===== src/rtl/uart_boot_loader.sv =====
// UART (8N1) boot loader: receives a length-prefixed program image and writes it
// word-by-word into RAM, holding the CPU in reset until the image is complete.
module uart_boot_loader #(
    parameter int          CLKS_PER_BIT = 868,
    parameter logic [31:0] BASE_ADDR    = 32'h0000_0000,
    parameter int          MAX_WORDS    = 4096
) (
    input  logic        clk,
    input  logic        rst,
    input  logic        rx_i,
    output logic [31:0] mem_addr_o,
    output logic        mem_rstrb_o,
    output logic [3:0]  mem_wmask_o,
    output logic [31:0] mem_wdata_o,
    output logic        cpu_rst_o,
    output logic        done_o,
    output logic        error_o
);

    localparam int          CW        = $clog2(CLKS_PER_BIT);
    localparam logic [CW-1:0] BIT_LAST  = CW'(CLKS_PER_BIT - 1);
    localparam logic [CW-1:0] HALF_LAST = CW'(CLKS_PER_BIT / 2 - 1);
    localparam logic [31:0] MAX_W     = 32'(MAX_WORDS);

    typedef enum logic [1:0] {RX_IDLE, RX_START, RX_DATA, RX_STOP} rx_state_t;
    typedef enum logic [2:0] {L_LEN, L_DATA, L_WRITE, L_DONE, L_ERROR} ld_state_t;

    logic          rx_meta;
    logic          rxs;
    rx_state_t     rx_state;
    logic [CW-1:0] clk_cnt;
    logic [2:0]    bit_idx;
    logic [7:0]    rx_shift;
    logic          byte_valid;
    logic          frame_err;

    ld_state_t     ld_state;
    logic [31:0]   shreg;
    logic [1:0]    byte_cnt;
    logic [31:0]   word_idx;
    logic [31:0]   word_total;
    logic [31:0]   assembled;

    assign mem_rstrb_o = 1'b0;
    // Bytes arrive LSB-first, so each new byte enters at the top of the shifter.
    assign assembled   = {rx_shift, shreg[31:8]};

    always_ff @(posedge clk) begin
        if (rst) begin
            rx_meta <= 1'b1;
            rxs     <= 1'b1;
        end else begin
            rx_meta <= rx_i;
            rxs     <= rx_meta;
        end
    end

    always_ff @(posedge clk) begin
        if (rst) begin
            rx_state   <= RX_IDLE;
            clk_cnt    <= '0;
            bit_idx    <= '0;
            rx_shift   <= '0;
            byte_valid <= 1'b0;
            frame_err  <= 1'b0;
        end else begin
            byte_valid <= 1'b0;
            frame_err  <= 1'b0;
            case (rx_state)
                RX_IDLE: begin
                    clk_cnt <= '0;
                    if (!rxs) rx_state <= RX_START;
                end
                RX_START: begin
                    if (clk_cnt == HALF_LAST) begin
                        clk_cnt  <= '0;
                        bit_idx  <= '0;
                        rx_state <= rxs ? RX_IDLE : RX_DATA;
                    end else begin
                        clk_cnt <= clk_cnt + 1'b1;
                    end
                end
                RX_DATA: begin
                    if (clk_cnt == BIT_LAST) begin
                        clk_cnt  <= '0;
                        rx_shift <= {rxs, rx_shift[7:1]};
                        bit_idx  <= bit_idx + 1'b1;
                        if (bit_idx == 3'd7) rx_state <= RX_STOP;
                    end else begin
                        clk_cnt <= clk_cnt + 1'b1;
                    end
                end
                RX_STOP: begin
                    if (clk_cnt == BIT_LAST) begin
                        clk_cnt    <= '0;
                        byte_valid <= rxs;
                        frame_err  <= !rxs;
                        rx_state   <= RX_IDLE;
                    end else begin
                        clk_cnt <= clk_cnt + 1'b1;
                    end
                end
                default: rx_state <= RX_IDLE;
            endcase
        end
    end

    always_ff @(posedge clk) begin
        if (rst) begin
            ld_state    <= L_LEN;
            shreg       <= '0;
            byte_cnt    <= '0;
            word_idx    <= '0;
            word_total  <= '0;
            mem_wmask_o <= '0;
            mem_addr_o  <= BASE_ADDR;
            mem_wdata_o <= '0;
            cpu_rst_o   <= 1'b1;
            done_o      <= 1'b0;
            error_o     <= 1'b0;
        end else begin
            mem_wmask_o <= '0;
            case (ld_state)
                L_LEN: begin
                    if (frame_err) begin
                        ld_state <= L_ERROR;
                        error_o  <= 1'b1;
                    end else if (byte_valid) begin
                        shreg    <= assembled;
                        byte_cnt <= byte_cnt + 1'b1;
                        if (byte_cnt == 2'd3) begin
                            if (assembled == '0) begin
                                ld_state  <= L_DONE;
                                cpu_rst_o <= 1'b0;
                                done_o    <= 1'b1;
                            end else if (assembled > MAX_W) begin
                                ld_state <= L_ERROR;
                                error_o  <= 1'b1;
                            end else begin
                                word_total <= assembled;
                                ld_state   <= L_DATA;
                            end
                        end
                    end
                end
                L_DATA: begin
                    if (frame_err) begin
                        ld_state <= L_ERROR;
                        error_o  <= 1'b1;
                    end else if (byte_valid) begin
                        shreg    <= assembled;
                        byte_cnt <= byte_cnt + 1'b1;
                        if (byte_cnt == 2'd3) begin
                            // Outputs are registered, so the strobe lands in the WRITE cycle.
                            mem_wmask_o <= 4'hF;
                            mem_addr_o  <= BASE_ADDR + (word_idx << 2);
                            mem_wdata_o <= assembled;
                            ld_state    <= L_WRITE;
                        end
                    end
                end
                L_WRITE: begin
                    word_idx <= word_idx + 32'd1;
                    if (word_idx + 32'd1 == word_total) begin
                        ld_state  <= L_DONE;
                        cpu_rst_o <= 1'b0;
                        done_o    <= 1'b1;
                    end else begin
                        ld_state <= L_DATA;
                    end
                end
                default: ;
            endcase
        end
    end

endmodule


===== config.mk =====
export PLATFORM = sky130hd
export DESIGN_NAME = uart_boot_loader
export DESIGN_NICKNAME = d
export VERILOG_FILES = /design/src/rtl/uart_boot_loader.sv
export SDC_FILE = /design/constraint.sdc
export NUM_CORES = 1
export LEC_CHECK = 0
export CORE_ASPECT_RATIO = 1.5
export CORE_MARGIN = 2
export CORE_UTILIZATION = 60
export CTS_CLUSTER_SIZE = 28
export DETAILED_ROUTE_END_ITERATION = 10
export MAX_ROUTING_LAYER = met4
export PLACE_DENSITY = 0.93
export SLEW_MARGIN = 20
export SYNTH_ARGS = -nofsm -noshare
export SYNTH_HDL_FRONTEND = slang
export SYNTH_SLANG_ARGS = --single-unit

===== constraint.sdc =====
create_clock -name clk -period 4.8 [get_ports clk]
set_input_delay 0.72 -clock clk [delete_from_list [all_inputs] [get_ports clk]]
set_output_delay 0.72 -clock clk [all_outputs]
set_load 0.1 [all_outputs]

==> summary.md <==
| Metric | Value |
|---|---|
| Largest net degree at the start of global routing | 103 |
| CTS sink count | about 190 |
| Vias | 7,137 |
| Post_cts resized | 0 |
| Placed Instances | 1,159 |
| H-tree depth | 4 |
| Nets | between 1,000 and 1,500 |
| Initial antenna violation count | 0 |
| Fillers | 966 |
| Min cycle time layout | roughly 3.3 ns |
| Status | completed |
| Final ANT Viol Nets | 0 |
| Setup crit end kind | register |
| Setup Buffers After CTS | 0 |
| Final hold vios | 0 |
| Post-Synthesis Cells | around 1,000 |
| CTS Buf Count | 17 |
| PortBufs | 71 |
| Fin. max-slew vios | 0 |
| Cell area after layout | 9510 sq um |
| Worst path arrival time | 3.53 ns |
| Clock skew | 0.0120 ns |
| Lkg Pwr | 3.18 nW |
| Max-cap violations | 0 |
| Post-Place Worst Slack | about 1.7 ns |
| RD Place Congestion | a little under 1 |
| Post-synth ARST share | 0% |
| Hpwl dp | approximately 13 mm |
| Power per cell area | 315 nW/um^2 |
| Commonest cells after routing, fill and taps aside | nand2_1, dfxtp_1, a21oi_1, nor2_1, clkdlybuf4s50_1 |
| RSZ-0062 raised after global routing | false |
| CTS Hold Bufs | 0 |
| Synth unique cells | 73 |
| Worst Max-Slew Pin Slew | 1.11 ns |
| DRC Markers | 0 |
| Area after DPL | 8880 sq um |
| Clock buffer depth | 2 |
| Clk_lat worst skew | 0.44 ns |
| 1st-iter DRT viols | around 560 |
| Max VDD drop | 229 uV |
| TNS Setup | 0 ns |
| Fmax | 306 MHz |
| Synthesis Warnings | 0 |
| Num ports | 75 |
| CP required | between 5 and 6 ns |
| Die Span Y | 148 um |
| Number of global-route vias before repair | 6,763 |
| Overflow left after global routing | 0 |
| Ant. Diodes | 0 |
| First-pass GRT wire length | 32.3 mm |
| Clk root buf | clkbuf_16 |
| Setup ws final | about 1.5 ns |
| Die ar. | 14,900 sq um |
| CP startpoint kind | register |
| Worst Hold Class | reg2reg |
| DR WL/cell | 16.4 um |
| DR vias/cell | between 5 and 6 |
| Post-synthesis sequential area ratio | 44.6% |
| Clock transition at the registers of the reported paths | 0.07 ns |
| CTS tree | yes |
| CP Class | reg2reg |
| Final period utilization | 68.0% |
| Die X | roughly 100 um |
| Area growth from synthesis to layout | 14.0% |
| Final WL | 19.6 mm |
| Critical path peak fanout | 8 |
| Hold Slack | 0.415 ns |
| Starting density of the core | roughly 60% |
| Fin cells | 1,191 |
| FF+latch count, synth | between 150 and 200 |
| FP Rows | 52 |
| Core area | 13,500 sq um |
| Post-synth EDFFs | 0 |
| Avg Cell Area, Syn | 8.42 sq um |
| Synth Cell Area | 8340 sq um |
| GR Util All Layers | between 20 and 30% |
| Commonest non-fill, non-tap cell in the layout | nand2_1 |
| Slew HR | 25.1% |
| # setup viols final | 0 |
| Share of cells above drive strength 1 | between 6 and 7% |
| Most used DFF post-synth | dfxtp_1 |
| Detailed-router iteration count before antenna repair | 7 |
## sequential cells by signal, indices dropped and copies added, names as in the netlist, named ones only
register     flops
rx_meta          1
mem_wmask_o      1
byte_valid       1
word_total      32
bit_idx          3
shreg           24
frame_err        1
error_o          1
rx_state         1
word_idx        32
ld_state         3
byte_cnt         2
cpu_rst_o        1
done_o           1
mem_wdata_o     32
mem_addr_o      30
rx_shift         8
clk_cnt         10
rxs              1
## layer usage
metal	vias up	share of wire (%)	track usage, %
met5	-	0	-
met4	0	4.6	14.7
met3	75	5.4	4.56
met2	316	53	48.7
met1	3348	37	29.9
li1	3398	-	-
## worst paths after layout
| kind | from | endpoint | slack, ns | cells past startpoint |
|---|---|---|---|---|
| hold reg to reg | rx_meta | rxs | 0.42 | 1 |
| hold / removal | rx_meta | rxs | 0.42 | 1 |
| setup reg to reg | word_idx[0] | done_o | 1.53 | 8 |
| setup / recovery | word_idx[0] | done_o | 1.53 | 8 |
## critical path, stage by stage (launching register included)
cell and delay, ns:
dfxtp_1 0.50, ha_1 0.41, nand4_4 0.15, nor4_1 0.97
a2111oi_1 0.20, a2111oi_0 0.43, a22oi_1 0.18, nand4_2 0.16
a31oi_1 0.10
## layout make-up
type                       count  area (sq um)  share of cell area, %
clock buffer                  17           425                   4.47
clock inverter                15           195                   2.05
inverter                      12          45.0                  0.474
multi-input combinational    723          4170                   43.9
sequential                   186          3720                   39.2
tap                          162           203                   2.13
timing repair buffer          76           746                   7.84
## power breakdown
part            total, W  switching, W  leakage [nW]  internal [W]
logic          0.0000399     0.0000351          1.38    0.00000486
clock network    0.00141      0.000700         0.297      0.000712
registers        0.00155    0.00000187          1.50       0.00154
total            0.00300      0.000737          3.18       0.00226
## synthesized netlist by cell type (all sizes together), types with 12 or more instances
| cell type | instances | area (sq um) |
|---|---|---|
| nand2 | 207 | 793 |
| xnor2 | 43 | 377 |
| buf | 18 | 170 |
| a21oi | 103 | 515 |
| nand4 | 21 | 180 |
| xor2 | 32 | 280 |
| and2 | 20 | 125 |
| mux2i | 25 | 250 |
| nor2 | 99 | 377 |
| nor3 | 17 | 106 |
| inv | 12 | 45.0 |
| dfxtp | 186 | 3720 |
| and3 | 14 | 90.1 |
| nor4 | 17 | 119 |
| nand3 | 25 | 130 |
| clkbuf | 53 | 249 |
## metrics by stage
| step | util, % | total power (W) |
|---|---|---|
| 2_1_floorplan | - | 0.00162 |
| 3_3_place_gp | 65.7 | 0.00162 |
| 3_5_place_dp | 65.7 | 0.00162 |
| 4_1_cts | 70.2 | 0.00301 |
| 5_1_grt | 70.2 | 0.00308 |
| 6_report | 70.2 | 0.00300 |
## cells by family after synthesis
| group | Yosys count | share of synthesized area, % |
|---|---|---|
| adders and majority gates | 6 | 0.900 |
| xor gates and xnor gates | 75 | 7.88 |
| DFF | 186 | 44.6 |
| muxes | 26 | 3.14 |
| buffers and inverters | 83 | 5.57 |
| and+or+nand+nor | 468 | 27.5 |
| other | 1 | 0.0450 |
| AOI/OAI and AO/OA | 145 | 10.4 |
Note: power is estimated with default switching activity, not from simulation.
